## src/rtl/apb_xbar_pkg.sv

```systemverilog
// Shared types and constants for the APB crossbar: arbiter state encoding,
// default fabric dimensions and an index-width helper.
package apb_xbar_pkg;

    // Arbiter transfer phase
    typedef enum logic [1:0] {
        IDLE   = 2'd0,
        SETUP  = 2'd1,
        ACCESS = 2'd2
    } arb_state_e;

    // Default fabric dimensions
    localparam int NUM_REQR_DEF = 3;
    localparam int NUM_COMP_DEF = 4;

    // The completer is selected by the upper address nibble
    localparam int COMP_ID_MSB = 31;
    localparam int COMP_ID_LSB = 28;

    // Width needed to index n items; never less than one bit
    function automatic int id_width(input int n);
        return (n <= 1) ? 1 : $clog2(n);
    endfunction

endpackage

```

## src/rtl/apb_rr_picker.sv

```systemverilog
// Combinational round-robin pick: the first set request bit searching
// upward from last_id+1, wrapping modulo N.
module apb_rr_picker #(
    parameter int N    = 3,
    parameter int ID_W = 2
) (
    input  logic [N-1:0]    req_i,
    input  logic [ID_W-1:0] last_id_i,
    output logic [N-1:0]    pick_onehot_o,
    output logic [ID_W-1:0] pick_id_o,
    output logic            pick_valid_o
);

    // Candidate index for search slot gi is (last_id + gi + 1) mod N.
    // One extra bit holds the sum before the wrap; last_id < N so a
    // single subtraction is enough.
    logic [ID_W-1:0] cand_id [N];

    generate
        for (genvar gi = 0; gi < N; gi++) begin : g_cand
            logic [ID_W:0] sum;
            assign sum = {1'b0, last_id_i} + (ID_W+1)'(gi + 1);
            assign cand_id[gi] = (sum >= (ID_W+1)'(N))
                               ? ID_W'(sum - (ID_W+1)'(N))
                               : sum[ID_W-1:0];
        end
    endgenerate

    // Walk the slots from farthest to nearest so the nearest hit wins
    always_comb begin
        pick_onehot_o = '0;
        pick_id_o     = '0;
        pick_valid_o  = 1'b0;
        for (int i = N - 1; i >= 0; i--) begin
            if (req_i[cand_id[i]]) begin
                pick_onehot_o              = '0;
                pick_onehot_o[cand_id[i]]  = 1'b1;
                pick_id_o                  = cand_id[i];
                pick_valid_o               = 1'b1;
            end
        end
    end

endmodule

```

## src/rtl/apb_completer_arbiter.sv

```systemverilog
// Per-completer APB arbiter: round-robin grant among requesters, holds the
// grant across SETUP/ACCESS, drives completer psel/penable, routes
// pready/pslverr back to the granted requester, aborts hung transfers.
module apb_completer_arbiter
    import apb_xbar_pkg::*;
#(
    parameter int NUM_REQR       = NUM_REQR_DEF,
    parameter int TIMEOUT_CYCLES = 256,
    parameter int ID_W           = id_width(NUM_REQR)
) (
    input  logic                pclk,
    input  logic                preset,
    input  logic [NUM_REQR-1:0] reqr_sel,
    input  logic                comp_pready,
    input  logic                comp_pslverr,
    output logic                comp_psel,
    output logic                comp_penable,
    output logic [NUM_REQR-1:0] grant,
    output logic [ID_W-1:0]     grant_id,
    output logic                grant_valid,
    output logic [NUM_REQR-1:0] reqr_pready,
    output logic [NUM_REQR-1:0] reqr_pslverr,
    output logic                timeout_err
);

    // Wait counter wide enough to reach TIMEOUT_CYCLES, saturating
    localparam int          CNT_W   = id_width(TIMEOUT_CYCLES + 1);
    localparam int unsigned TO_LAST = (TIMEOUT_CYCLES == 0) ? 0 : TIMEOUT_CYCLES - 1;
    localparam logic [CNT_W-1:0] CNT_MAX = {CNT_W{1'b1}};

    arb_state_e          state_q, state_d;
    logic [NUM_REQR-1:0] grant_q, grant_d;
    logic [ID_W-1:0]     grant_id_q, grant_id_d;
    logic [ID_W-1:0]     last_id_q, last_id_d;
    logic [CNT_W-1:0]    cnt_q, cnt_d;

    logic [NUM_REQR-1:0] pick_onehot;
    logic [ID_W-1:0]     pick_id;
    logic                pick_valid;
    logic                req_held;
    logic                timeout_hit;

    apb_rr_picker #(
        .N    (NUM_REQR),
        .ID_W (ID_W)
    ) u_picker (
        .req_i         (reqr_sel),
        .last_id_i     (last_id_q),
        .pick_onehot_o (pick_onehot),
        .pick_id_o     (pick_id),
        .pick_valid_o  (pick_valid)
    );

    // The granted requester must keep its select up for the whole transfer
    assign req_held    = reqr_sel[grant_id_q];
    assign timeout_hit = (TIMEOUT_CYCLES != 0) && (cnt_q == CNT_W'(TO_LAST));

    // Completer-side strobes and grant outputs come straight from registers
    assign comp_psel    = (state_q != IDLE);
    assign comp_penable = (state_q == ACCESS);
    assign grant_valid  = (state_q != IDLE);
    assign grant        = grant_q;
    assign grant_id     = grant_id_q;

    // Next-state, grant bookkeeping and response routing
    always_comb begin
        state_d      = state_q;
        grant_d      = grant_q;
        grant_id_d   = grant_id_q;
        last_id_d    = last_id_q;
        cnt_d        = cnt_q;
        reqr_pready  = '0;
        reqr_pslverr = '0;
        timeout_err  = 1'b0;

        case (state_q)
            IDLE: begin
                if (pick_valid) begin
                    grant_d    = pick_onehot;
                    grant_id_d = pick_id;
                    state_d    = SETUP;
                end
            end

            SETUP: begin
                cnt_d = '0;
                if (!req_held) begin
                    // Requester withdrew: drop the transfer silently
                    state_d   = IDLE;
                    grant_d   = '0;
                    last_id_d = grant_id_q;
                end else begin
                    state_d = ACCESS;
                end
            end

            ACCESS: begin
                if (comp_pready) begin
                    // Normal completion; beats both withdraw and timeout
                    reqr_pready[grant_id_q]  = 1'b1;
                    reqr_pslverr[grant_id_q] = comp_pslverr;
                    state_d   = IDLE;
                    grant_d   = '0;
                    last_id_d = grant_id_q;
                end else if (!req_held) begin
                    state_d   = IDLE;
                    grant_d   = '0;
                    last_id_d = grant_id_q;
                end else if (timeout_hit) begin
                    // Hung completer: answer the requester with an error
                    reqr_pready[grant_id_q]  = 1'b1;
                    reqr_pslverr[grant_id_q] = 1'b1;
                    timeout_err = 1'b1;
                    state_d   = IDLE;
                    grant_d   = '0;
                    last_id_d = grant_id_q;
                end else if (cnt_q != CNT_MAX) begin
                    cnt_d = cnt_q + CNT_W'(1);
                end
            end

            default: begin
                state_d = IDLE;
                grant_d = '0;
            end
        endcase
    end

    // State, grant and round-robin pointer registers
    always_ff @(posedge pclk) begin
        if (preset) begin
            state_q    <= IDLE;
            grant_q    <= '0;
            grant_id_q <= '0;
            last_id_q  <= ID_W'(NUM_REQR - 1);
            cnt_q      <= '0;
        end else begin
            state_q    <= state_d;
            grant_q    <= grant_d;
            grant_id_q <= grant_id_d;
            last_id_q  <= last_id_d;
            cnt_q      <= cnt_d;
        end
    end

endmodule

```

## config.mk

```make
export PLATFORM = sky130hd
export DESIGN_NAME = apb_completer_arbiter
export DESIGN_NICKNAME = d
export VERILOG_FILES = /design/src/rtl/apb_xbar_pkg.sv /design/src/rtl/apb_rr_picker.sv /design/src/rtl/apb_completer_arbiter.sv
export SDC_FILE = /design/constraint.sdc
export NUM_CORES = 1
export LEC_CHECK = 0
export CAP_MARGIN = 20
export CORE_ASPECT_RATIO = 1.2
export CORE_MARGIN = 10
export CORE_UTILIZATION = 40
export DETAILED_ROUTE_END_ITERATION = 8
export SLEW_MARGIN = 40
export SYNTH_ARGS = -nofsm -noshare
export SYNTH_HDL_FRONTEND = slang
export SYNTH_SLANG_ARGS = --single-unit
```

## constraint.sdc

```tcl
create_clock -name pclk -period 2 [get_ports pclk]
set_input_delay 0.4 -clock pclk [delete_from_list [all_inputs] [get_ports pclk]]
set_output_delay 0.4 -clock pclk [all_outputs]
set_load 0.02 [all_outputs]
```

Word-level counts from Yosys, hierarchy flattened
Index checks and enable logic that the tools add are counted.
{ "word_totals": {"rom_bits": 0, "output_inout_bits": 15, "latchBits": 0, "ff_bits": 18, "mem_bits_rw": 0, "n_memories": 0, "input_bits": 7, "word_cells": 107} }
{ "classes": {"n_shift": 0, "multipliers": 0, "reduce_logical": 12, "n_eq_ne": 11, "div": 0, "n_addsub": 7, "bitwise_logic": 1, "n_lt_le_gt_ge": 11, "n_mux": 60} }
{ "ops": {"columns": ["cell", "n"], "rows": [
  ["3-bit 2-to-1 mux", 14],
  ["9-bit 2-to-1 mux", 4],
  ["2-bit 2-to-1 mux", 15],
  ["9-bit one-hot mux with 2 select lines", 1],
  ["1-bit 2-to-1 mux", 15],
  ["2-bit by 3-bit < comparator with 1-bit output (second input constant)", 4],
  ["9-bit by 1-bit adder with 9-bit output (second input constant)", 1],
  ["9-bit by 8-bit equality test with 1-bit output (second input constant)", 1],
  ["3-bit by 2-bit greater-or-equal comparator with 1-bit output (second input constant)", 3],
  ["9-bit inequality test (second input constant)", 1],
  ["3-bit one-hot mux with 3 select lines", 1],
  ["1-bit binary-select mux with 2-bit select", 4],
  ["1-bit demux with 2-bit select", 4],
  ["2-bit by 1-bit greater-or-equal comparator with 1-bit output (second input constant)", 4],
  ["2-bit inequality test (second input constant)", 4],
  ["2-bit by 2-bit adder with 3-bit output (second input constant)", 2],
  ["2-bit one-hot mux with 3 select lines", 1],
  ["3-bit AND reduction", 2],
  ["2-bit subtractor (second input constant)", 3],
  ["5-bit AND reduction", 1],
  ["1-bit logical AND", 4],
  ["2-bit by 1-bit inequality test with 1-bit output (second input constant)", 2],
  ["4-bit by 3-bit inequality test with 1-bit output (second input constant)", 1],
  ["2-bit one-hot mux with 2 select lines", 1],
  ["7 further kinds", 9]
]} }

Logic depth before layout (Yosys ltp)
{ "depth": {"depth_word": 12, "ltp_mapped": 9, "mapped_depth_nobuf": 9} }

Modules after synthesis
A second synthesis with hierarchy kept.
{ "hier_totals": {"hier_cells": 178, "hier_area_um2": 1417.6} }
{ "by_module_without_submodules": {"columns": ["mod", "n_inst", "area_per_inst_um2", "cells_each", "seq_area_each_um2"], "rows": [
  ["apb_completer_arbiter", 1, 1077.3, 134, 360.3],
  ["apb_rr_picker", 1, 340.3, 44, 0.0]
]} }

Least setup slack after synthesis
Ideal clock, no wire load.
{ "synth_path": {"path_kind": "reg2reg", "from": "register last_id_q[0]", "to": "register grant_id_q[0], in the netlist grant_id[0]", "slack_ns": -0.001, "arrival_time_ns": 1.931, "stages_incl_launch_ff": 8, "required_ns": 1.930, "setup_ns": 0.070, "path_cell_list": "dfxtp_1 -> inv_1 -> ha_1 -> or3b_1 -> o21ai_2 -> o31ai_1 -> or3b_1 -> a21oi_1"} }
{ "synth_between": {"elab_chain_cells": 9} }
{ "synth_rtl": {"columns": ["item", "line", "text"], "rows": [
  ["start, declared", "apb_completer_arbiter.sv:34", "logic [ID_W-1:0] last_id_q, last_id_d;"],
  ["start signal, assigned", "apb_completer_arbiter.sv:135", "last_id_q <= ID_W'(NUM_REQR - 1);"],
  ["start signal, assigned", "apb_completer_arbiter.sv:141", "last_id_q <= last_id_d;"],
  ["2-bit by 2-bit adder with 3-bit output", "apb_rr_picker.sv:22", "assign sum = {1'b0, last_id_i} + (ID_W+1)'(gi + 1);"],
  ["3-bit by 2-bit greater-or-equal comparator with 1-bit output / 2-bit subtractor (equally long branches)", "apb_rr_picker.sv:23, apb_rr_picker.sv:24", null],
  ["2-bit 2-to-1 mux", "apb_rr_picker.sv:24", "? ID_W'(sum - (ID_W+1)'(N))"],
  ["1-bit binary-select mux with 2-bit select", "apb_rr_picker.sv:35", "if (req_i[cand_id[i]]) begin"],
  ["1-bit 2-to-1 mux (not written as such)", "apb_rr_picker.sv:35", null],
  ["1-bit 2-to-1 mux (3 in series)", "apb_rr_picker.sv:35", null],
  ["2-bit AND reduction (no source line)", null, null],
  ["end signal, assigned", "apb_completer_arbiter.sv:140", "grant_id_q <= grant_id_d;"],
  ["end, declared", "apb_completer_arbiter.sv:33", "logic [ID_W-1:0] grant_id_q, grant_id_d;"]
]} }
Several ways; a longest one is shown, not always the timed one. The select of a mux whose other input is x is not followed.
A chain may end at the register's enable or synchronous reset.

Worst setup path after layout
{ "layout_path": {"from": "register cnt_q[5]", "to": "output reqr_pslverr[2]"} }
{ "layout_between": {"elab_chain_cells": 5} }
{ "layout_rtl": {"columns": ["item", "line", "text"], "rows": [
  ["start, declared", "apb_completer_arbiter.sv:35", "logic [CNT_W-1:0] cnt_q, cnt_d;"],
  ["start signal, assigned", "apb_completer_arbiter.sv:142", "cnt_q <= cnt_d;"],
  ["9-bit by 8-bit equality test with 1-bit output", "apb_completer_arbiter.sv:56", "assign timeout_hit = (TIMEOUT_CYCLES != 0) && (cnt_q == CNT_W'(TO_LAST));"],
  ["3-bit 2-to-1 mux", "apb_completer_arbiter.sv:109", "end else if (timeout_hit) begin"],
  ["3-bit 2-to-1 mux", "apb_completer_arbiter.sv:105", "end else if (!req_held) begin"],
  ["3-bit 2-to-1 mux", "apb_completer_arbiter.sv:98", "if (comp_pready) begin"],
  ["3-bit 2-to-1 mux", "apb_completer_arbiter.sv:76", "case (state_q)"],
  ["end, declared", "apb_completer_arbiter.sv:22", "output logic [NUM_REQR-1:0] reqr_pslverr,"]
]} }
Every way passes these cells.

==> impl_metrics.csv <==
group,metric,value,unit
route,first_iter_violations,83,
status,failed_checks,"setup timing",
floorplan,placeableCoreArea,0.00334,mm²
place,port_buffers,21,
route,vias_per_cell,5.51,
synth,synth.top_cells.by_count,"dfxtp_1, nand2_1, a21oi_1",
global_routing,gr-usage-met2,28.2,%
timing,finalClockSkew,5.85,ps
timing,drv_slew,0,
route,average_detailed_routed_wire_length_per_instance,16.6,µm
global_routing,grt_max_degree,11,
timing,achievable-frequency,477,MHz
floorplan,die_area,0.00624,mm²
power,power.static_leakage,0.961,nW
layout,total_nets_final,260,
clock_network,cts_inserted_buffers,3,
synth,synth_top_area_share,25.9,%
global_routing,met3_usage,2.00,%
layout,area_delta_synth_final,63.4,%
global_routing,grt_first_pass_wirelength,7600,µm
clock_network,post_cts_hold_buffer_count,0,
worst_setup_path,crit_type,"reg -> out",
clock_network,clock_tree_from_tritoncts,"built",
synth,synth.top_cells.by_area,"dfxtp_1, ha_1, a21oi_1",
clock_network,clk_pin_slew_worst_paths,70,ps
global_routing,grt_most_used_layer,"met2",
worst_hold_path,hold_path_class,"reg -> reg",
timing,report.final.setup_viol,6,
layout,layout.filler_cells,278,
clock_network,worstSkewPairLatency,260,ps
timing,slew-limit-headroom,74.0,%
worst_setup_path,slowest_stage,"dfxtp_2",
synth,postSynthCellCount,177,
layout,layout.cell_area.non_filler,0.00227,mm²
worst_setup_path,timing.critical_path.arrival,1700,ps
floorplan,chipWidth,73.8,µm
timing,final_period_minus_worst_setup_slack,2100,ps
synth,synth_edf_count,0,
worst_setup_path,setup.worst_path.end_class,"output pin",
global_routing,globalRouteMet1Util,14.3,%
global_routing,grt_remaining_overflow,0,
worst_setup_path,cp_data_required_time,1600,ps
layout,antennaDiodeCount,0,
global_routing,globalRouteTotalUtil,14.8,%
clock_network,number_of_sinks_on_the_clock_net,18,
synth,postSynth.asyncResetShare,0,%
layout,layout-drive-gt1-share,47.3,%
place,gp_congestion,0.892,
synth,ys_seq_area_share,25.9,%
worst_setup_path,critical_path.cell_chain,"and3_4 > nand2_4 > nor2_4 > ha_4 > nand2_4 > o21a_4 > nor2_4 > buf_6",
synth,dominantRegCellSynth,"dfxtp_1",
place,placement.cell_area,0.00193,mm²
timing,setup-tns-final,-311,ps
synth,synth_warnings,0,
status,run_status,"finished with violations",
timing,transition_time_at_the_pin_with_the_least_slew_margin,388,ps
synth,synth_top_area_cell,"dfxtp_1",
floorplan,ioPinCount,22,
timing,layout_setup_ws,-95.4,ps
floorplan,die_h,84.6,µm
clock_network,ctsLongestPathBuffers,2,
timing,unrepaired_setup_endpoints_after_global_routing,"yes",
route,number_of_vias_after_detailed_routing,1544,
route,detailedRoute.firstPassIterationCount,4,
worst_setup_path,worst_path_largest_cell_delay,330,ps
timing,finalHoldViolCount,0,
place,hpwlAfterDp,3300,µm
power,power_density_of_the_placed_cells,679,mW/mm²
route,wirelength,4650,µm
global_routing,via_count_of_the_first_global_routing_pass,1630,
global_routing,number_of_antenna_violations_at_the_first_check_in_global_routing,0,
floorplan,rows,23,
flow_run,max_cap_viol_count,0,
clock_network,cts-root-buf,"clkbuf_8",
clock_network,clock_tree.htree_level_count,1,
power,power.ir.vdd_worst,0.544,mV
synth,mappedNetlistArea,0.00139,mm²
timing,finalCritPeriodShare,105,%
synth,synthDistinctLibCells,46,
synth,synth.net_count,193,
floorplan,start_util,41.6,%
route,residual_drc_count,0,
worst_setup_path,critPathMaxFanout,3,
route,ant_nets,0,
synth,synth_most_common_cell,"dfxtp_1",
synth,syn_avg_cell_area,7.85,µm²
synth,ys_ff_latch,18,
worst_setup_path,critPathLaunchType,"flip-flop",
==> state kept, by name, indices dropped and copies added (netlist names) <==
signal,count
last_id_q,2
state_q,2
grant,3
cnt_q,9
grant_id,2
==> what timing repair did <==
item	4_1_cts	5_1_grt
cloned	1	0
setup endpoints to repair	23	22
buffers inserted	2	2
pin swaps	15	19
resized for setup	73	33
==> area by class of cell <==
type                       instances  area [µm²]  area share, %
timing repair buffer              69         561           24.7
sequential                        18         370           16.3
multi-input combinational        140        1190           52.6
inverter                          12        45.0           1.98
tap                               37        46.3           2.04
clock buffer                       4        55.1           2.42
==> metal layers <==
metal  part of all wire [%]  up-vias
li1                       -      777
met2                     56       23
met5                      0        -
met4                    3.7        0
met3                    1.5       14
met1                     39      730
==> cells by family (layout without fill, tap and decap cells) <==
logic type                 count (synthesis)  count (layout)  synth area share (%)
adders and majority gates                  9               9                  8.10
muxes                                      7               7                  5.13
and+or+nand+nor                           68              68                  26.7
AOI/OAI and AO/OA                         55              56                  27.3
DFF                                       18              18                  25.9
buffers and inverters                     20              85                  6.84
==> critical path: cells and delay by family (launching register included) <==
family / cells / cell delay, ps
and+or+nand+nor: 5 / 580
AOI/OAI and AO/OA: 1 / 220
adders and majority gates: 1 / 170
buffers and inverters: 1 / 130
DFF: 1 / 330
==> power breakdown <==
group	leakage [nW]	internal [mW]	switching, mW	total, mW
clock network	0.0288	0.175	0.127	0.302
logic	0.783	0.391	0.441	0.833
registers	0.149	0.390	0.0174	0.408
total	0.961	0.957	0.585	1.54
==> through the flow <==
step	power (mW)	setup WS [ps]	hold slack (ps)	std cells	util (%)
floorplan	0.830	64.2	447	177	-
global placement	1.11	-605	468	271	57.8
detailed placement	1.12	-625	480	271	57.8
CTS	1.47	-56.2	492	278	63.4
global route	1.64	-143	505	280	68.0
finish	1.54	-95.4	482	280	68.0
==> path summary, 6_finish.rpt <==
path | startpoint | end | slack [ps] | cells after the start
setup / recovery | cnt_q[5] | reqr_pslverr[2] | -100 | 8
hold / removal | grant[0] | grant[0] | 480 | 2
hold reg to reg | grant[0] | grant[0] | 480 | 2
setup reg to reg | cnt_q[5] | cnt_q[7] | 20 | 9
==> placed cells by master (no fill, tap or decap), types with 4 or more instances in the layout <==
| cell | n |
|---|---|
| mux2i_1 | 4 |
| dlygate4sd2_1 | 5 |
| clkbuf_8 | 4 |
| dfxtp_2 | 8 |
| or3_1 | 4 |
| nor2_1 | 10 |
| dfxtp_1 | 10 |
| inv_1 | 11 |
| buf_4 | 52 |
| ha_4 | 5 |
| nand2b_1 | 6 |
| nand2_1 | 13 |
| a21oi_2 | 8 |
| o21ai_0 | 13 |
| clkdlybuf4s50_1 | 8 |
| a21oi_1 | 8 |
Note: power is estimated with default switching activity, not from simulation.
